**src/rtl/rf_pkg.sv**
```systemverilog
// rf_pkg: shared rename types and defaults for the Decoder, ROB and rename_rf.
package rf_pkg;
    localparam int TAG_W   = 4;
    localparam int RF_XLEN = 32;
    localparam int RF_NREG = 32;
    typedef struct packed {
        logic             busy;
        logic [TAG_W-1:0] tag;
    } rf_dep_t;
endpackage

```
**src/rtl/rf_ckpt_bank.sv**
```systemverilog
// rf_ckpt_bank: per-branch snapshots of the rename dependency table, kept current by commits.
module rf_ckpt_bank
    import rf_pkg::*;
#(
    parameter int NREG  = RF_NREG,
    parameter int NCKPT = 4,
    localparam int RW = $clog2(NREG),
    localparam int CW = (NCKPT > 1) ? $clog2(NCKPT) : 1
) (
    input  logic                 clk_in,
    input  logic                 rst_in,
    input  logic                 rdy_in,
    input  logic                 save,
    input  logic [CW-1:0]        id,
    input  rf_dep_t [NREG-1:0]   save_tbl,
    input  logic                 cmt_vld,
    input  logic [RW-1:0]        cmt_rd,
    input  logic [TAG_W-1:0]     cmt_tag,
    output rf_dep_t [NREG-1:0]   rd_tbl
);
    rf_dep_t [NCKPT-1:0][NREG-1:0] slot_q;

    assign rd_tbl = slot_q[id];

    always_ff @(posedge clk_in or posedge rst_in) begin
        if (rst_in) begin
            slot_q <= '0;
        end else if (rdy_in) begin
            for (int s = 0; s < NCKPT; s++) begin
                if (save && id == CW'(s))
                    slot_q[s] <= save_tbl;
                else if (cmt_vld && slot_q[s][cmt_rd].tag == cmt_tag)
                    slot_q[s][cmt_rd].busy <= 1'b0;
            end
        end
    end
endmodule

```
**src/rtl/rename_rf.sv**
```systemverilog
// rename_rf: architectural register file with rename-tag tracking and bypassed reads.
// Define RF_CKPT_EN to build per-branch tag-table checkpoints; otherwise restore acts as a flush.
module rename_rf
    import rf_pkg::*;
#(
    parameter int XLEN  = RF_XLEN,
    parameter int NREG  = RF_NREG,
    parameter int NRD   = 2,
    parameter int NCKPT = 4,
    localparam int RW = $clog2(NREG),
    localparam int CW = (NCKPT > 1) ? $clog2(NCKPT) : 1
) (
    input  logic                 clk_in,
    input  logic                 rst_in,
    input  logic                 rdy_in,
    input  logic                 flush_in,
    input  logic                 ren_vld,
    input  logic [RW-1:0]        ren_rd,
    input  logic [TAG_W-1:0]     ren_tag,
    input  logic                 cmt_vld,
    input  logic [RW-1:0]        cmt_rd,
    input  logic [TAG_W-1:0]     cmt_tag,
    input  logic [XLEN-1:0]      cmt_val,
    input  logic                 ckpt_save,
    input  logic                 ckpt_restore,
    input  logic [CW-1:0]        ckpt_id,
    input  logic [NRD*RW-1:0]    rd_id,
    output logic [NRD*XLEN-1:0]  rd_val,
    output logic [NRD*TAG_W-1:0] rd_tag,
    output logic [NRD-1:0]       rd_busy
);
    logic [NREG-1:0][XLEN-1:0] val_q;
    rf_dep_t [NREG-1:0]        dep_q, dep_nxt;
    logic                      cm, rn, clr_all;

    assign cm = cmt_vld && cmt_rd != '0;
    assign rn = ren_vld && ren_rd != '0;

`ifdef RF_CKPT_EN
    rf_dep_t [NREG-1:0] ckpt_tbl;

    assign clr_all = flush_in;

    rf_ckpt_bank #(.NREG(NREG), .NCKPT(NCKPT)) u_bank (
        .clk_in   (clk_in),
        .rst_in   (rst_in),
        .rdy_in   (rdy_in),
        .save     (ckpt_save && !ckpt_restore),
        .id       (ckpt_id),
        .save_tbl (dep_nxt),
        .cmt_vld  (cm),
        .cmt_rd   (cmt_rd),
        .cmt_tag  (cmt_tag),
        .rd_tbl   (ckpt_tbl)
    );
`else
    logic unused_ckpt;

    assign clr_all     = flush_in || ckpt_restore;
    assign unused_ckpt = ^{ckpt_save, ckpt_id};
`endif

    always_comb begin
        dep_nxt = dep_q;
        if (clr_all) begin
            dep_nxt = '0;
`ifdef RF_CKPT_EN
        end else if (ckpt_restore) begin
            dep_nxt = ckpt_tbl;
            if (cm && ckpt_tbl[cmt_rd].tag == cmt_tag) dep_nxt[cmt_rd].busy = 1'b0;
`endif
        end else begin
            if (cm && dep_q[cmt_rd].tag == cmt_tag) dep_nxt[cmt_rd].busy = 1'b0;
            if (rn) dep_nxt[ren_rd] = '{busy: 1'b1, tag: ren_tag};
        end
        dep_nxt[0] = '0;
    end

    always_ff @(posedge clk_in or posedge rst_in) begin
        if (rst_in) begin
            dep_q <= '0;
            val_q <= '0;
        end else if (rdy_in) begin
            dep_q <= dep_nxt;
            if (cm) val_q[cmt_rd] <= cmt_val;
        end
    end

    // Register 0 is never written, so only the bypass paths need an explicit x0 guard.
    for (genvar k = 0; k < NRD; k++) begin : g_rd
        logic [RW-1:0] a;
        logic          ren_hit, cmt_hit;
        assign a       = rd_id[k*RW +: RW];
        assign ren_hit = !rst_in && rn && ren_rd == a;
        assign cmt_hit = !rst_in && cm && cmt_rd == a;
        assign rd_val[k*XLEN +: XLEN]   = cmt_hit ? cmt_val : val_q[a];
        assign rd_tag[k*TAG_W +: TAG_W] = ren_hit ? ren_tag : dep_q[a].tag;
        assign rd_busy[k] = ren_hit || (dep_q[a].busy && !(cmt_hit && dep_q[a].tag == cmt_tag));
    end
endmodule

```
**config.mk**
```make
export PLATFORM = sky130hd
export DESIGN_NAME = rename_rf
export DESIGN_NICKNAME = d
export VERILOG_FILES = /design/src/rtl/rf_pkg.sv /design/src/rtl/rf_ckpt_bank.sv /design/src/rtl/rename_rf.sv
export SDC_FILE = /design/constraint.sdc
export NUM_CORES = 2
export LEC_CHECK = 0
export ABC_AREA = 1
export ABC_CLOCK_PERIOD_IN_PS = 101000
export CAP_MARGIN = 25
export CORE_UTILIZATION = 40
export CTS_BUF_LIST = sky130_fd_sc_hd__clkbuf_8
export CTS_CLUSTER_DIAMETER = 30
export DETAILED_ROUTE_END_ITERATION = 6
export MAX_ROUTING_LAYER = met4
export SYNTH_ARGS = -nofsm -noshare
export SYNTH_HDL_FRONTEND = slang
export SYNTH_SLANG_ARGS = --single-unit
```
**constraint.sdc**
```tcl
create_clock -name clk_in -period 101 [get_ports clk_in]
set_clock_uncertainty 0.2 [all_clocks]
set_input_delay 15.15 -clock clk_in [delete_from_list [all_inputs] [get_ports clk_in]]
set_output_delay 15.15 -clock clk_in [all_outputs]
set_load 0.1 [all_outputs]
```
Word level (Yosys, flattened, before mapping)
Index checks and enable logic that the tools add are counted.
- input port bits: 70
- bits in registers: 1179
- output and inout port bits: 74
- reductions and logical operators: 24
- eq/ne operators: 7
- $lt $le $gt $ge: 6
- multiplexer cells: 27
- operators with widths (operator ; number):
    bitwise mux 1024 bit ; 1
    two-way mux 160 bit ; 4
    binary-select mux 32 bit (select 5 bit) ; 2
    bitwise mux 160 bit ; 2
    demux 32 bit (select 5 bit) ; 1
    two-way mux 32 bit ; 5
    binary-select mux 5 bit (select 5 bit) ; 3
    demux 5 bit (select 5 bit) ; 2
    less-than comparator 5 x 6 -> 1 bit, second input constant ; 4
    equality test 5 bit ; 4
    two-way mux 5 bit ; 4
    logical AND 1 bit ; 15
    equality test 4 bit ; 3
    two-way mux 4 bit ; 3
    >= comparator 5 x 1 -> 1 bit, second input constant ; 2
    nonzero test 5 bit ; 2
    logical NOT 1 bit ; 3
    logical OR 1 bit ; 3
    AND reduction 2 bit ; 1

Depth between registers and ports, before layout
- depth after elaboration: 10
- depth in mapped cells: 21

Least setup slack after synthesis
No wires, ideal clock.
- path kind: input to output
- from: in rd_id[5]
- to: out rd_val[63]
- buffers on the path: 5
- path slack: 66983 ps
- data arrival time: 18667 ps
- stages on the path: 11
- path through: clkbuf_1 inv_1 buf_2 clkbuf_1 nand2_1 nand4_1 nor4_1 nand2_1 clkbuf_1 clkbuf_1 o21ai_0
- cells in the longest elaborated chain, start to end: 3
- elaborated cells on any way between the ends: 5
- ends and longest elaborated chain (what ; line ; text):
    from (decl) ; rename_rf.sv:27 ; input logic [NRD*RW-1:0] rd_id,
    binary-select mux 32 bit (select 5 bit) / equality test 5 bit (equally long branches) ; rename_rf.sv:96, rename_rf.sv:95 ;
    two-way mux 32 bit (implied by the code) / logical AND 1 bit (equally long branches) ; rename_rf.sv:96, rename_rf.sv:95 ;
    two-way mux 32 bit * ; rename_rf.sv:96 ; assign rd_val[k*XLEN +: XLEN] = cmt_hit ? cmt_val : val_q[a];
    to (decl) ; rename_rf.sv:28 ; output logic [NRD*XLEN-1:0] rd_val,
Mark *: on every way between the ends. The rest lies on a longest branch, timed or not. The select of a mux whose other input is x is not followed.

Worst setup path in the final report
- from: in rd_id[2]
- to: out rd_val[6]
The elaborated chain is that of the path after synthesis.

==> metrics <==
Slew headroom=-0.9718%; worst path arrival time=20560 ps; Fmax=between 20 and 30 MHz; Post-Route WL=274700 µm; first-pass GRT wire length=404500 µm; setup violators final=0; period utilisation layout=a little over a third; GP Congestion=between 0.9 and 1; CTS Buf Count=roughly 310; vias in the first global route=62470; clock root buffer=clkbuf_8; pin count of the biggest net entering global routing=237; pwr dens=20.50 nW/µm²; core area=~170000 µm²; Clock Sinks=1179; All-Layer GR Usage=32.61%; Starting Density=40.26%; Syn-to-layout area delta=13.86%; Worst-path clk slew=around 60 ps; initial DRC count=9367; die extent in y=slightly above 400 µm; setup TNS=0 ps; FP Rows=150; Final Slew Violations=25; Max VDD drop=roughly 0.016 mV; Critical Path RT=85650 ps; RSZ-0062 raised after global routing=no; sequential share of the synthesized area=43.87%; CTS tree=built; Max clock buf depth=4; CP Launch Type=input port; antenna viol nets, final=0; leakage power=0.03372 µW; Yosys reg bits=1179; initial antenna violation count=17; Post-CTS Setup Inserts=0; Place WS=65260 ps; Setup crit end kind=output port; I/O pin cnt=144; GRT overflow=0; overall power=1570 µW; DIE AREA=169800 µm²; Syn Nets=9360; hold buffers post-CTS=0; Resized cells post-CTS=0; vias per std cell=between 5 and 6; mapped cell area=a little under 70000 µm²; Final #Nets=9087; count of distinct cell types in the synthesized netlist=35; port bufs=140; dpl hpwl=~140000 µm; layout cell share with drive strength beyond 1=7.892%; critical path type=in -> out; Mean Syn Cell Area=7.239 µm²; First-pass DRT Iterations=6; register area=29500 µm²; htree depth=5; fillers=16640; failing checks=max-slew violations; multi-input logic area=31470 µm²; Vias=68170; Routed WL per cell=23.98 µm; Post-Syn Instances=slightly above 9000; fin crit period=35910 ps; Slew @ Worst Pin=about 1500 ps; outcome=finished with violations; Post-Route Utilization=45.84%; DR DRC count=0; Crit Path Max Fanout=69; Die W=412.0 µm; yosys warns=0; max_cap viols=0; Worst Setup Slack, final=65090 ps; Hold Path Class=reg -> reg; worst skew pair latency=around 1100 ps; final hold violation count=0
## sequential cells by signal (all words and copies together), names as in the netlist
name / count
dep_q: 155
val_q: 1024
## power by group
group / switching (µW) / total, µW / internal [µW]
combinational: 204 / 294 / 90.6
sequential: 37.0 / 589 / 552
clock: 251 / 687 / 436
## critical path, stage by stage
cell             delay [ps]
clkbuf_8                530
buf_4                   930
xor2_1                  150
nor4_1                  480
nand2_4                 490
buf_4                   510
o21ai_0                 810
clkdlybuf4s50_1        1290
## cells in the mapped netlist (all sizes together)
library cell	count	area [µm²]
clkinv	2	7.510
xor2	11	96.34
o21ai	1623	8123
nand3b	1	7.510
a21boi	12	90.09
dfrtp	1179	29500
o22ai	24	150.1
or2	3	18.77
o211ai	288	2162
a31oi	9	56.30
o311ai	3	26.28
nand2	1373	5169
nor3	47	578.1
nor2	558	2130
inv	717	2691
nor4	2	12.51
buf	269	1279
o2111ai	2	17.52
o221ai	1	8.760
nand4	35	219.0
xnor2	3	26.28
a21oi	1388	6947
clkbuf	627	2354
nand3	1113	5575
## kinds of logic (layout without fill, tap and decap cells)
logic type	Yosys count	in the layout	synth area share (%)
AOI/OAI and AO/OA	3350	3350	26.14
xor gates and xnor gates	14	14	0.1823
buffers and inverters	1615	1562	9.415
DFF	1179	1179	43.87
other	0	14	0
and+or+nand+nor	3132	3132	20.39
## stage by stage
step / hold slack, ps / std cells / area (µm²)
after floorplan: 239.9 / 9290 / 67250
final: 192.4 / 11460 / 76570
after CTS: 192.0 / 11430 / 76220
after global placement: 175.1 / 10880 / 69030
after detailed placement: 180.7 / 10890 / 69270
after global routing: 205.1 / 11450 / 76560
## cell type report
type | count | area share, %
inverters | 719 | 3.598
multi-input cells | 6496 | 41.10
diodes | 14 | 0.04576
repair buffers | 307 | 4.058
clock buffers | 374 | 6.723
clock inverters | 162 | 2.343
well taps | 2204 | 3.602
flip-flops and latches | 1179 | 38.53
## worst paths after layout
path / from / to / slack (ps) / cells past startpoint
setup / recovery: rd_id[2] / rd_val[6] / 65090 / 8
hold / removal: val_q[16] / val_q[16] / 190 / 0
setup reg to reg: dep_q[78] / dep_q[24] / 97180 / 16
min in group asynchronous: rst_in / dep_q[65] / 14650 / 2
hold reg to reg: val_q[16] / val_q[16] / 190 / 0
max in group asynchronous: rst_in / val_q[535] / 81480 / 9
## cell usage in the layout (no fill, tap or decap), types with 11 or more instances in the layout
master	n
o211ai_1	288
nor3_1	11
o21ai_0	1589
buf_4	143
nand3_1	1112
nor3_4	29
clkdlybuf4s50_1	128
xor2_1	11
buf_16	16
o21ai_1	34
nor2_1	548
a21oi_1	1388
inv_2	12
clkinvlp_4	15
o22ai_1	24
nand2_1	1369
nand4_1	35
a21boi_0	12
diode_2	14
dfrtp_1	1179
clkbuf_8	378
inv_1	758
clkinv_2	40
bufinv_16	40
## routing by layer
metal	wire length, µm	track usage [%]	vias to the layer above	part of all wire, %
met4	14060	16.67	0	5.1
met1	110700	42.86	32090	40
met3	30890	6.912	870	11
met2	119000	47.22	4135	43
li1	-	-	31070	-
met5	0	-	-	0
Note: power is estimated with default switching activity, not from simulation.
